--- src/rtl/wb_arbiter.sv ---
// Writeback arbiter that merges N_SRC result producers onto WRITE_PORTS regfile write ports.
// Each source holds one buffered result. Grants rotate round-robin, and two grants in the
// same cycle never target the same register.
// Optional feature: define WB_FWD_EN to add a combinational forwarding lookup of the
// results being written this cycle (raddr / fwd_hit / fwd_data).
module wb_arbiter #(
    parameter int unsigned N_SRC       = 3,
    parameter int unsigned WRITE_PORTS = 1,
    parameter int unsigned READ_PORTS  = 2,
    localparam int unsigned AW         = 5,
    localparam int unsigned DW         = 32
) (
    input  logic                              clk,
    input  logic                              rst,
    input  logic [N_SRC-1:0]                  src_valid,
    input  logic [N_SRC-1:0][AW-1:0]          src_waddr,
    input  logic [N_SRC-1:0][DW-1:0]          src_wdata,
    output logic [N_SRC-1:0]                  src_ready,
    output logic [WRITE_PORTS-1:0]            we,
    output logic [WRITE_PORTS-1:0][AW-1:0]    waddr,
    output logic [WRITE_PORTS-1:0][DW-1:0]    wrdata,
    output logic                              idle
`ifdef WB_FWD_EN
    ,
    input  logic [READ_PORTS-1:0][AW-1:0]     raddr,
    output logic [READ_PORTS-1:0]             fwd_hit,
    output logic [READ_PORTS-1:0][DW-1:0]     fwd_data
`endif
);

    localparam int unsigned PW = $clog2(N_SRC);

    if (N_SRC < 2 || N_SRC > 8 || WRITE_PORTS < 1 || WRITE_PORTS > 2 || READ_PORTS < 1) begin : g_bad_cfg
        $error("wb_arbiter: illegal parameter set");
    end

    logic [N_SRC-1:0]           buf_valid;
    logic [N_SRC-1:0][AW-1:0]   buf_addr;
    logic [N_SRC-1:0][DW-1:0]   buf_data;
    logic [PW-1:0]              rr_ptr;
    logic [PW-1:0]              rr_next;
    logic [N_SRC-1:0]           grant;

    // Round-robin grant from rr_ptr, skipping buffers whose address is already being written.
    always_comb begin : arbitration
        int unsigned n_grant;
        int unsigned idx;
        logic        clash;
        grant   = '0;
        we      = '0;
        waddr   = '0;
        wrdata  = '0;
        rr_next = rr_ptr;
        n_grant = 0;
        idx     = 0;
        clash   = 1'b0;
        if (!rst) begin
            for (int unsigned j = 0; j < N_SRC; j++) begin
                idx = 32'(rr_ptr) + j;
                if (idx >= N_SRC) begin
                    idx = idx - N_SRC;
                end
                for (int unsigned i = 0; i < N_SRC; i++) begin
                    if (i == idx && buf_valid[i] && n_grant < WRITE_PORTS) begin
                        clash = 1'b0;
                        for (int unsigned k = 0; k < WRITE_PORTS; k++) begin
                            if (k < n_grant && waddr[k] == buf_addr[i]) begin
                                clash = 1'b1;
                            end
                        end
                        if (!clash) begin
                            grant[i] = 1'b1;
                            for (int unsigned k = 0; k < WRITE_PORTS; k++) begin
                                if (k == n_grant) begin
                                    we[k]     = 1'b1;
                                    waddr[k]  = buf_addr[i];
                                    wrdata[k] = buf_data[i];
                                end
                            end
                            rr_next = (i == N_SRC - 1) ? '0 : PW'(i + 1);
                            n_grant = n_grant + 1;
                        end
                    end
                end
            end
        end
    end

    // A source may hand over a result when its buffer is empty or being drained this cycle.
    always_comb begin : handshake
        src_ready = rst ? '1 : (~buf_valid | grant);
        idle      = rst | ~(|buf_valid);
    end

    // Buffer load / drain and round-robin pointer update; writes to register 0 are dropped.
    always_ff @(posedge clk) begin : buffers
        if (rst) begin
            buf_valid <= '0;
            buf_addr  <= '0;
            buf_data  <= '0;
            rr_ptr    <= '0;
        end else begin
            rr_ptr <= rr_next;
            for (int unsigned i = 0; i < N_SRC; i++) begin
                if (src_valid[i] && src_ready[i] && src_waddr[i] != '0) begin
                    buf_valid[i] <= 1'b1;
                    buf_addr[i]  <= src_waddr[i];
                    buf_data[i]  <= src_wdata[i];
                end else if (grant[i]) begin
                    buf_valid[i] <= 1'b0;
                end
            end
        end
    end

`ifdef WB_FWD_EN
    // Forward the data being written this cycle; the highest write port wins on a double hit.
    always_comb begin : forwarding
        fwd_hit  = '0;
        fwd_data = '0;
        for (int unsigned r = 0; r < READ_PORTS; r++) begin
            for (int unsigned k = 0; k < WRITE_PORTS; k++) begin
                if (raddr[r] != '0 && we[k] && waddr[k] == raddr[r]) begin
                    fwd_hit[r]  = 1'b1;
                    fwd_data[r] = wrdata[k];
                end
            end
        end
    end
`endif

endmodule

--- config.mk ---
export PLATFORM = sky130hd
export DESIGN_NAME = wb_arbiter
export DESIGN_NICKNAME = d
export VERILOG_FILES = /design/src/rtl/wb_arbiter.sv
export SDC_FILE = /design/constraint.sdc
export NUM_CORES = 1
export LEC_CHECK = 0
export CORE_UTILIZATION = 54
export CTS_BUF_LIST = sky130_fd_sc_hd__clkbuf_2 sky130_fd_sc_hd__clkbuf_4 sky130_fd_sc_hd__clkbuf_8
export CTS_CLUSTER_DIAMETER = 150
export DETAILED_ROUTE_END_ITERATION = 10
export GPL_TIMING_DRIVEN = 0
export MAX_ROUTING_LAYER = met4
export PLACE_DENSITY = 0.83
export RECOVER_POWER = 25
export REMOVE_ABC_BUFFERS = 1
export SLEW_MARGIN = 20
export SYNTH_ARGS = -nofsm -noshare
export SYNTH_HDL_FRONTEND = slang
export SYNTH_SLANG_ARGS = --single-unit
export TNS_END_PERCENT = 100
--- constraint.sdc ---
create_clock -name clk -period 9.4 [get_ports clk]
set_input_delay 0.94 -clock clk [delete_from_list [all_inputs] [get_ports clk]]
set_output_delay 0.94 -clock clk [all_outputs]
set_load 0.02 [all_outputs]
==> flow_metrics.tcl <==
set metrics [dict create \
    fill_cells 1072 \
    ir_worst_vdd_uv 118 \
    grt_max_degree 98 \
    finalCritPeriodShare_pct 98.8 \
    setup_viol 0 \
    worstSetupEndpointType "output port" \
    hold_path_class "flop to flop" \
    cts_root_buf "clkbuf_8" \
    cts-buffers-inserted 17 \
    fmax_ghz 0.108 \
    area_growth_pct 33.6 \
    slowest_delay_ns 0.45 \
    skew_ns 0.0182 \
    worstSkewPairLatency_ns 0.47 \
    clk_pin_slew_ns 0.07 \
    drt_iter0_markers 1221 \
    crit_required_ns 8.46 \
    ant_nets 0 \
    grt_pass1_wl_um 41200 \
    ys_ff_latch 116 \
    num_io_pins 158 \
    wl_um 27100 \
    path_class "flop to output port" \
    cap_violations 0 \
    place_congestion 0.968 \
    n_antenna_cell 0 \
    clock_sink_count 116 \
    synthCells 1054 \
    final_common_cell "nand2_1" \
    startpoint_type "flop" \
    vias_per_cell 6.41 \
    overflow 0 \
    power.leakage_nw 4.15 \
    die_x_um 123 \
    holdBufCountCts 0 \
    final_cells 1387 \
    yosys_warnings 0 \
    slew_violations 0 \
    core-area_um2 14000 \
    slew_headroom_pct 35.5 \
    cp_slowest_cell "or4_4" \
    dp_cells 1318 \
    hold_viol_final 0 \
    seqCellArea_um2 2330 \
    grtUsageTotal_pct 36.7 \
    syn_area_per_cell_um2 7.46 \
    antenna_found_initial 0 \
    start_util_pct 56.0 \
    syn-cell-area_um2 7860 \
    synthDistinctLibCells 65 \
    nets 1324 \
    worstMarginPinSlew_ns 0.968 \
    drive_above_1_share_pct 17.2 \
    dieArea_um2 15000 \
    port_buffers 157 \
    ys_seq_area_share_pct 29.5 \
    synth_edf_count 0 \
    layout_common_cells "nand2_1 (162), clkdlybuf4s50_1 (119), dfxtp_1 (113), o21ai_0 (84), nor2_1 (81)" \
    r2r_slack_ns 0.96 \
    htreeDepth 4 \
    async_flop_share_pct 0 \
    crit_path_max_fanout 16 \
    power.density_nw_per_um2 221 \
    drc 0 \
    rows 43 \
    die_h_um 123 \
    ys.flop_type "dfxtp_1" \
    wl_per_cell_um 19.6 \
    first_global_vias 8168 \
    dp_hpwl_um 16500 \
    multi_input_area_um2 5320 \
    post-route-util_pct 74.8 \
    status "completed" \
    crit_arrival_ns 8.34 \
    min_period_ns 9.28 \
    dr.pass1.iters 5 \
    cts_tree "yes" \
    clockBufferDepth 2 \
    vias 8893 \
]
-- Yosys cell counts, types with 3 or more instances --
cell type	number	area share, %
buf_6	4	0.57
o211ai_1	6	0.57
nand4_1	8	0.64
nor3_1	37	2.4
nor2b_1	66	5.3
a31oi_1	6	0.48
or4_1	4	0.38
nor2_1	81	3.9
o21ai_0	85	5.4
ha_1	14	2.2
a32oi_1	6	0.67
a211oi_1	36	3.4
mux2_1	5	0.72
and2_1	3	0.24
nand3_1	13	0.83
and3_1	3	0.24
nand2_1	167	8.0
buf_1	5	0.24
buf_2	23	1.5
mux2i_1	8	1.0
xnor2_1	11	1.2
a221oi_1	32	3.6
o211a_1	3	0.38
nand2b_1	5	0.40
a21oi_1	80	5.1
o22ai_1	35	2.8
buf_4	3	0.29
mux2_2	61	8.7
a311o_1	3	0.38
dfxtp_1	116	30
inv_1	18	0.86
clkbuf_1	67	3.2
-- power by group --
part           internal, mW  total [mW]  switching (mW)
clock network         0.221       0.436           0.215
registers             0.545       0.607          0.0620
logic                 0.579        1.27           0.695
total                  1.35        2.32           0.972
-- layer usage --
metal	vias to the layer above	global-route usage, %	part of all wire, %
met4	0	19.5	4.2
met5	-	-	0
met1	4151	44.9	40
li1	4077	-	-
met3	108	6.78	9.4
met2	557	57.2	46
-- path summary, 6_finish.rpt --
| kind | startpoint | endpoint | cells after the start |
|---|---|---|---|
| worst max-delay path | rr_ptr[1] | wrdata[21] | 36 |
| worst min-delay path | buf_data[8] | buf_data[8] | 2 |
| worst max register to register | rr_ptr[1] | buf_data[81] | 41 |
| worst min register to register | buf_data[8] | buf_data[8] | 2 |
-- sequential cells by signal, summed over array words and instances (netlist names) --
signal and cells:
buf_data 96, rr_ptr 2, buf_addr 15, buf_valid 3
-- area by class of cell --
class	instances	area share [%]
tap	180	2.14
clock inverter	7	0.465
timing repair buffer	219	20.9
inverter	18	0.643
sequential	116	22.2
multi-input combinational	822	50.6
clock buffer	25	3.04
-- per-stage QoR --
stage / setup TNS (ns) / total power [mW] / area (um2) / hold WS, ns / setup WS [ns]
6_report: 0 / 2.32 / 10500 / 0.476 / 0.116
5_1_grt: -4.39 / 2.44 / 10500 / 0.498 / -0.167
4_1_cts: -0.000761 / 2.21 / 10200 / 0.476 / -0.000761
3_5_place_dp: -59.89 / 1.76 / 9620 / 0.465 / -1.50
3_3_place_gp: -1419.48 / 1.70 / 9210 / 0.459 / -11.74
2_1_floorplan: -549.02 / 1.32 / 7410 / 0.444 / -5.19
-- cell families (layout without fill, tap and decap cells) --
logic type	Yosys count	count (layout)	synth area share, %
flip-flops	116	116	29.5
AO/OA/AOI/OAI	315	315	25.5
adder cells (fa/ha/maj)	14	14	2.23
AND/OR/NAND/NOR	402	405	24.3
other	2	3	0.0955
buffers and inverters	120	269	6.62
multiplexers	74	74	10.5
XOR/XNOR	11	11	1.23
-- worst max-delay path, delay by kind of cell (launching register included) --
kind	cells	cell delay, ns
compound gates	7	1.20
xor+xnor	1	0.27
fa+ha+maj	5	1.02
buf+inv	9	1.39
flops	1	0.37
mux	3	0.87
simple gates	11	2.73
-- what timing repair did --
item,4_1_cts,5_1_grt
endpoints found under the setup margin,112,40
pin swaps,5,7
gates cloned,3,0
setup buffers,13,21
gates resized for setup,68,23
Power figures use the tool's default switching activity.
